===== config.mk =====
export PLATFORM = sky130hd
export DESIGN_NAME = mem_access_stage
export DESIGN_NICKNAME = d
export VERILOG_FILES = /design/src/rtl/mem_access_stage.sv
export SDC_FILE = /design/constraint.sdc
export NUM_CORES = 1
export LEC_CHECK = 0
export ABC_AREA = 0
export CELL_PAD_IN_SITES_DETAIL_PLACEMENT = 1
export CELL_PAD_IN_SITES_GLOBAL_PLACEMENT = 1
export CORE_ASPECT_RATIO = 0.75
export CORE_MARGIN = 1
export CORE_UTILIZATION = 29
export DETAILED_ROUTE_END_ITERATION = 6
export GPL_TIMING_DRIVEN = 0
export PLACE_DENSITY_LB_ADDON = 0.1
export SLEW_MARGIN = 20
export SYNTH_ARGS = -nofsm -noshare
export SYNTH_HDL_FRONTEND = slang
export SYNTH_SLANG_ARGS = --single-unit

===== constraint.sdc =====
create_clock -name CLK -period 3.05 [get_ports CLK]
set_clock_uncertainty 0.1 [all_clocks]
set_input_delay 0.305 -clock CLK [delete_from_list [all_inputs] [get_ports CLK]]
set_output_delay 0.305 -clock CLK [all_outputs]
set_load 0.02 [all_outputs]

===== src/rtl/mem_access_stage.sv =====
// ---------------------------------------------------------------------------
// mem_access_stage
//
// Memory-access stage of the 5-stage MIPS core. Holds the EX/MEM pipeline
// register and acts as the data-memory bus master. Byte, half and word loads
// and stores go over a req/ack port. While an access is outstanding the stage
// stalls the front of the pipe and sends a bubble into MEM/WB.
//
// Ports
//   CLK, rst                    clock (rising edge), async active-low reset
//   RegWriteE .. WriteDataE     EX-stage results and controls, captured in IDLE
//   dm_req/dm_we/dm_addr/dm_be/dm_wdata   data-memory request, valid in BUSY
//   dm_ack, dm_rdata            data-memory completion and load data
//   StallM                      freezes IF/ID/EX while an access is in flight
//   RegWriteM .. ReadDataM      to the MEM/WB register
//   AlignErrM                   misaligned or illegal-size access in M
//   BusErrM                     access aborted by the ack timeout
// ---------------------------------------------------------------------------
module mem_access_stage #(
   parameter int unsigned ACK_TIMEOUT = 0  // BUSY cycles before abort, 0 = never
) (
   input  logic        CLK,
   input  logic        rst,
   input  logic        RegWriteE,
   input  logic        MemtoRegE,
   input  logic        MemWriteE,
   input  logic [1:0]  MemSizeE,
   input  logic        LoadSignedE,
   input  logic [4:0]  WriteRegE,
   input  logic [31:0] ALUOutE,
   input  logic [31:0] WriteDataE,
   output logic        dm_req,
   output logic        dm_we,
   output logic [31:0] dm_addr,
   output logic [3:0]  dm_be,
   output logic [31:0] dm_wdata,
   input  logic        dm_ack,
   input  logic [31:0] dm_rdata,
   output logic        StallM,
   output logic        RegWriteM,
   output logic        MemtoRegM,
   output logic [4:0]  WriteRegM,
   output logic [31:0] ALUOutM,
   output logic [31:0] ReadDataM,
   output logic        AlignErrM,
   output logic        BusErrM
);

   localparam bit         TmoEn    = (ACK_TIMEOUT != 0);
   localparam logic [7:0] TmoLimit = 8'(ACK_TIMEOUT - 1);

   typedef enum logic [0:0] {StIdle, StBusy} state_e;

   state_e      state_q, state_d;
   logic        reg_write_q;
   logic        mem_to_reg_q;
   logic        mem_write_q;
   logic [1:0]  mem_size_q;
   logic        load_signed_q;
   logic [4:0]  write_reg_q;
   logic [31:0] alu_out_q;
   logic [31:0] write_data_q;
   logic [31:0] read_data_q, read_data_d;
   logic        bus_err_q, bus_err_d;
   logic [7:0]  tmo_cnt_q, tmo_cnt_d;

   logic        capture;
   logic        busy;
   logic        align_err;
   logic        tmo_hit;
   logic [15:0] half_lane;
   logic [7:0]  byte_lane;
   logic [31:0] load_data;

   // Size 2'b11 is never a legal access.
   function automatic logic is_aligned(input logic [1:0] size, input logic [1:0] addr_lo);
      logic ok;
      ok = 1'b0;
      case (size)
         2'b00:   ok = (addr_lo == 2'b00);
         2'b01:   ok = ~addr_lo[0];
         2'b10:   ok = 1'b1;
         default: ok = 1'b0;
      endcase
      return ok;
   endfunction

   assign busy    = (state_q == StBusy);
   assign tmo_hit = TmoEn && (tmo_cnt_q == TmoLimit);

   // Next-state logic. The M register only loads in IDLE; during BUSY the
   // access fields must stay frozen so the bus sees stable request data.
   always_comb begin
      state_d     = state_q;
      capture     = 1'b0;
      tmo_cnt_d   = tmo_cnt_q;
      bus_err_d   = 1'b0;
      read_data_d = read_data_q;
      case (state_q)
         StIdle: begin
            capture = 1'b1;
            if ((MemtoRegE | MemWriteE) && is_aligned(MemSizeE, ALUOutE[1:0])) begin
               state_d   = StBusy;
               tmo_cnt_d = 8'd0;
            end
         end
         StBusy: begin
            tmo_cnt_d = tmo_cnt_q + 8'd1;
            // An ack on the timeout edge still completes the access.
            if (dm_ack) begin
               state_d = StIdle;
               if (mem_to_reg_q) begin
                  read_data_d = load_data;
               end
            end else if (tmo_hit) begin
               state_d   = StIdle;
               bus_err_d = 1'b1;
            end
         end
         default: state_d = StIdle;
      endcase
   end

   // Lane extraction for loads.
   always_comb begin
      half_lane = alu_out_q[1] ? dm_rdata[31:16] : dm_rdata[15:0];
      byte_lane = dm_rdata[7:0];
      case (alu_out_q[1:0])
         2'b00:   byte_lane = dm_rdata[7:0];
         2'b01:   byte_lane = dm_rdata[15:8];
         2'b10:   byte_lane = dm_rdata[23:16];
         default: byte_lane = dm_rdata[31:24];
      endcase
      case (mem_size_q)
         2'b01:   load_data = {{16{load_signed_q & half_lane[15]}}, half_lane};
         2'b10:   load_data = {{24{load_signed_q & byte_lane[7]}}, byte_lane};
         default: load_data = dm_rdata;
      endcase
   end

   always_ff @(posedge CLK or negedge rst) begin
      if (!rst) begin
         state_q       <= StIdle;
         reg_write_q   <= 1'b0;
         mem_to_reg_q  <= 1'b0;
         mem_write_q   <= 1'b0;
         mem_size_q    <= 2'b00;
         load_signed_q <= 1'b0;
         write_reg_q   <= 5'd0;
         alu_out_q     <= 32'd0;
         write_data_q  <= 32'd0;
         read_data_q   <= 32'd0;
         bus_err_q     <= 1'b0;
         tmo_cnt_q     <= 8'd0;
      end else begin
         state_q     <= state_d;
         read_data_q <= read_data_d;
         bus_err_q   <= bus_err_d;
         tmo_cnt_q   <= tmo_cnt_d;
         if (capture) begin
            reg_write_q   <= RegWriteE;
            mem_to_reg_q  <= MemtoRegE;
            mem_write_q   <= MemWriteE;
            mem_size_q    <= MemSizeE;
            load_signed_q <= LoadSignedE;
            write_reg_q   <= WriteRegE;
            alu_out_q     <= ALUOutE;
            write_data_q  <= WriteDataE;
         end
      end
   end

   // A misaligned op never leaves IDLE, so it is flagged for exactly one cycle.
   assign align_err = ~busy & (mem_to_reg_q | mem_write_q) &
                      ~is_aligned(mem_size_q, alu_out_q[1:0]);

   // Bus outputs are gated with BUSY so they read 0 whenever no access is live.
   always_comb begin
      dm_be    = 4'b0000;
      dm_wdata = 32'd0;
      if (busy) begin
         case (mem_size_q)
            2'b00: begin
               dm_be    = 4'b1111;
               dm_wdata = write_data_q;
            end
            2'b01: begin
               dm_be    = 4'b0011 << {alu_out_q[1], 1'b0};
               dm_wdata = {2{write_data_q[15:0]}};
            end
            2'b10: begin
               dm_be    = 4'b0001 << alu_out_q[1:0];
               dm_wdata = {4{write_data_q[7:0]}};
            end
            default: begin
               dm_be    = 4'b0000;
               dm_wdata = 32'd0;
            end
         endcase
      end
   end

   assign dm_req    = busy;
   assign dm_we     = busy & mem_write_q;
   assign dm_addr   = busy ? {alu_out_q[31:2], 2'b00} : 32'd0;
   assign StallM    = busy;
   assign RegWriteM = reg_write_q & ~busy & ~align_err & ~bus_err_q;
   assign MemtoRegM = mem_to_reg_q;
   assign WriteRegM = write_reg_q;
   assign ALUOutM   = alu_out_q;
   assign ReadDataM = read_data_q;
   assign AlignErrM = align_err;
   assign BusErrM   = bus_err_q;

endmodule


==> run metrics <==
Synth Register Bits 108; combinational share of power 0.462; Synth-to-Final Area Change 60.8%; area of the multi-input gates 2360 um2; RSZ-0062 raised after global routing yes; register area share after synthesis 0.516; CP peak stage delay 610 ps; net switching power 2.32 mW; Via Count 4708; top area cells in the synthesized netlist dfrtp_1, mux2_2, and2_1, a21o_1, a21oi_1; largest net degree at the start of global routing 70; Post-synth EDFFs 0; clk root buf clkbuf_16; Min-Delay Path Class in -> async; Worst-Skew Late Latency 350 ps; CP Launch Type register; Reg clk slew, reported paths 70 ps; fin crit period 2930 ps; CP Max Fanout 8; fmax 0.342 GHz; final worst-path cycle share 0.959; Setup violations, final 0; CP Class reg -> out; worst path cell trace ha_1 -> nand2b_1 -> nor2_2 -> a22o_1 -> clkdlybuf4s50_1; first-pass GRT wire length 29.6 mm; share of cells above drive strength 1 0.154; initial antenna violation count 0; max-slew violation count 0; synth unique cells 40; Die Area 18600 um2; Avg WL per Cell 19.4 um; Global Route Usage Sum 0.212; DRT Pass-1 Iters 4; GR Util met2 0.335; Via density 4.74; gr ovfl total 0; Synth Flop Type dfrtp_1; global route hottest layer met2; number of port buffers 250; grt met3 use 0.0741; Post-Synthesis Cells 482; FF+latch area 2700 um2; Setup crit end kind primary output; initial core utilization 0.297; final count of hold timing violations 0; # diodes 0; Setup Buffers After CTS 0; Iter 0 DRT Violations 183; depth of the worst register-to-register path 6; top-area cell type share of the netlist area 0.516; outcome complete, no violations; RR Startpoint mem_size_q[0]; Worst EP arrival 2520 ps; Routed Antenna Nets 0; number of global-route vias before repair 5182; Clock Power Share 0.200; synthesized area 5240 um2; die height 118 um; met1 Resource Use GR 0.274; cell leakage power 3.57 nW; row count 42; CTS tree built; Net Sw Frac 0.379; # IOs 254; r2r setup slk 930 ps; YS warnings 0; Pint 3.80 mW; Num CTS Buffers 9; Syn Area/Cell 10.9 um2; clk buf depth 2; Pwr Density 726 nW/um2; drt total wl 19.3 mm; final instance area 8420 um2; CTS H-tree depth 3; core area 17700 um2; Synth async-reset ratio 1.00; CP required 2640 ps; worst-margin pin slew 523 ps; sequential power share 0.338; final setup TNS 0 ps; Die W 157 um; RR Endpoint ReadDataM[9]; Max stage delay cell, worst path clkdlybuf4s50_1; Final #Nets 860; DP Area 8080 um2; Max VDD drop 0.000290 V; Layout fillers 1957; DRC viols 0; Final HPWL DP 14.7 mm; largest area contributor in the netlist dfrtp_1; Slew HR 0.652; MaxCap Viol Count 0; Clock Sinks 108; overall power 6.11 mW; RePlAce Congestion 0.796
cell usage in the layout (no fill, tap or decap), drive strengths merged, types with 8 or more instances in the layout:
cell type,instances
a21o,31
a21oi,46
a22o,8
a22oi,11
a31oi,12
and2,44
buf,27
clkbuf,19
clkdlybuf4s50,247
dfrtp,108
inv,8
mux2,50
nand2,46
nor2,15
nor3b,16
o21ai,13
repair_timing:
action | 4_1_cts | 5_1_grt
gates resized for setup | 6 | 7
endpoints found under the hold margin | 39 | 0
endpoints found under the setup margin | 34 | 22
hold buffers | 1 | 0
gates cloned | 0 | 0
state kept, by name, summed over array words and instances, names as in the netlist:
name and cells:
ALUOutM 32, mem_write_q 1, WriteRegM 5, MemtoRegM 1, load_signed_q 1, ReadDataM 32
mem_size_q 2, reg_write_q 1, StallM 1, write_data_q 32
worst max-delay path by stage:
| stage | from | endpoint |
|---|---|---|
| detailed placement | mem_size_q[1] | dm_wdata[5] |
| global placement | rst | ALUOutM[11] |
| global route | mem_size_q[0] | dm_wdata[17] |
| finish | mem_size_q[0] | dm_wdata[20] |
| floorplan | mem_size_q[1] | AlignErrM |
| CTS | mem_size_q[1] | dm_wdata[5] |
per-stage QoR:
stage,setup WS [ps],utilization,std cells,hold slack (ps)
finish,124,0.477,993,331
global route,-10.9,0.477,993,344
CTS,52.5,0.475,993,330
detailed placement,160,0.458,977,145
global placement,-2830,0.456,976,382
floorplan,996,-,484,-90.6
synthesized netlist by cell type (all sizes together), types with 3 or more instances:
| cell | instances |
|---|---|
| nor3b | 16 |
| mux2 | 50 |
| nand2b | 3 |
| buf | 25 |
| clkbuf | 10 |
| ha | 4 |
| o21ai | 13 |
| a21o | 31 |
| nor2b | 4 |
| or3 | 7 |
| a22oi | 11 |
| mux2i | 3 |
| nand3 | 4 |
| nand2 | 46 |
| dfrtp | 108 |
| nor2 | 15 |
| a22o | 8 |
| and2 | 44 |
| inv | 6 |
| nor3 | 3 |
| a21oi | 46 |
| a31oi | 12 |
power by group through the flow:
stage,registers [mW],logic (mW),clock network [mW]
floorplan,2.39,1.08,0
global placement,2.07,2.77,0
detailed placement,2.09,2.82,0
CTS,2.07,2.85,1.27
global route,2.11,3.02,1.32
finish,2.06,2.83,1.22
final cells by class:
type,count,area share
multi-input cells,334,0.280
repair buffers,252,0.302
flip-flops and latches,108,0.321
inverters,7,0.00312
clock buffers,10,0.0272
clock inverters,6,0.00832
well taps,242,0.0359
plain buffers,34,0.0227
kinds of logic after synthesis:
logic type	after synthesis	synth area share
AO/OA/AOI/OAI	129	0.163
adder cells (fa/ha/maj)	4	0.00955
buffers and inverters	42	0.0418
flip-flops	108	0.516
multiplexers	53	0.115
other	1	0.000716
AND/OR/NAND/NOR	145	0.155
worst max-delay path, delay by kind of cell, from the launching register on:
kind            cells  cell delay, ps
buf+inv             1             610
fa+ha+maj           1             220
simple gates        2             700
compound gates      1             200
flops               1             430
per-layer routing:
layer	up-vias	share of wire
met4	0	0.013
li1	2214	-
met1	2310	0.43
met5	-	0
met2	169	0.47
met3	15	0.086
Note: power is estimated with default switching activity, not from simulation.
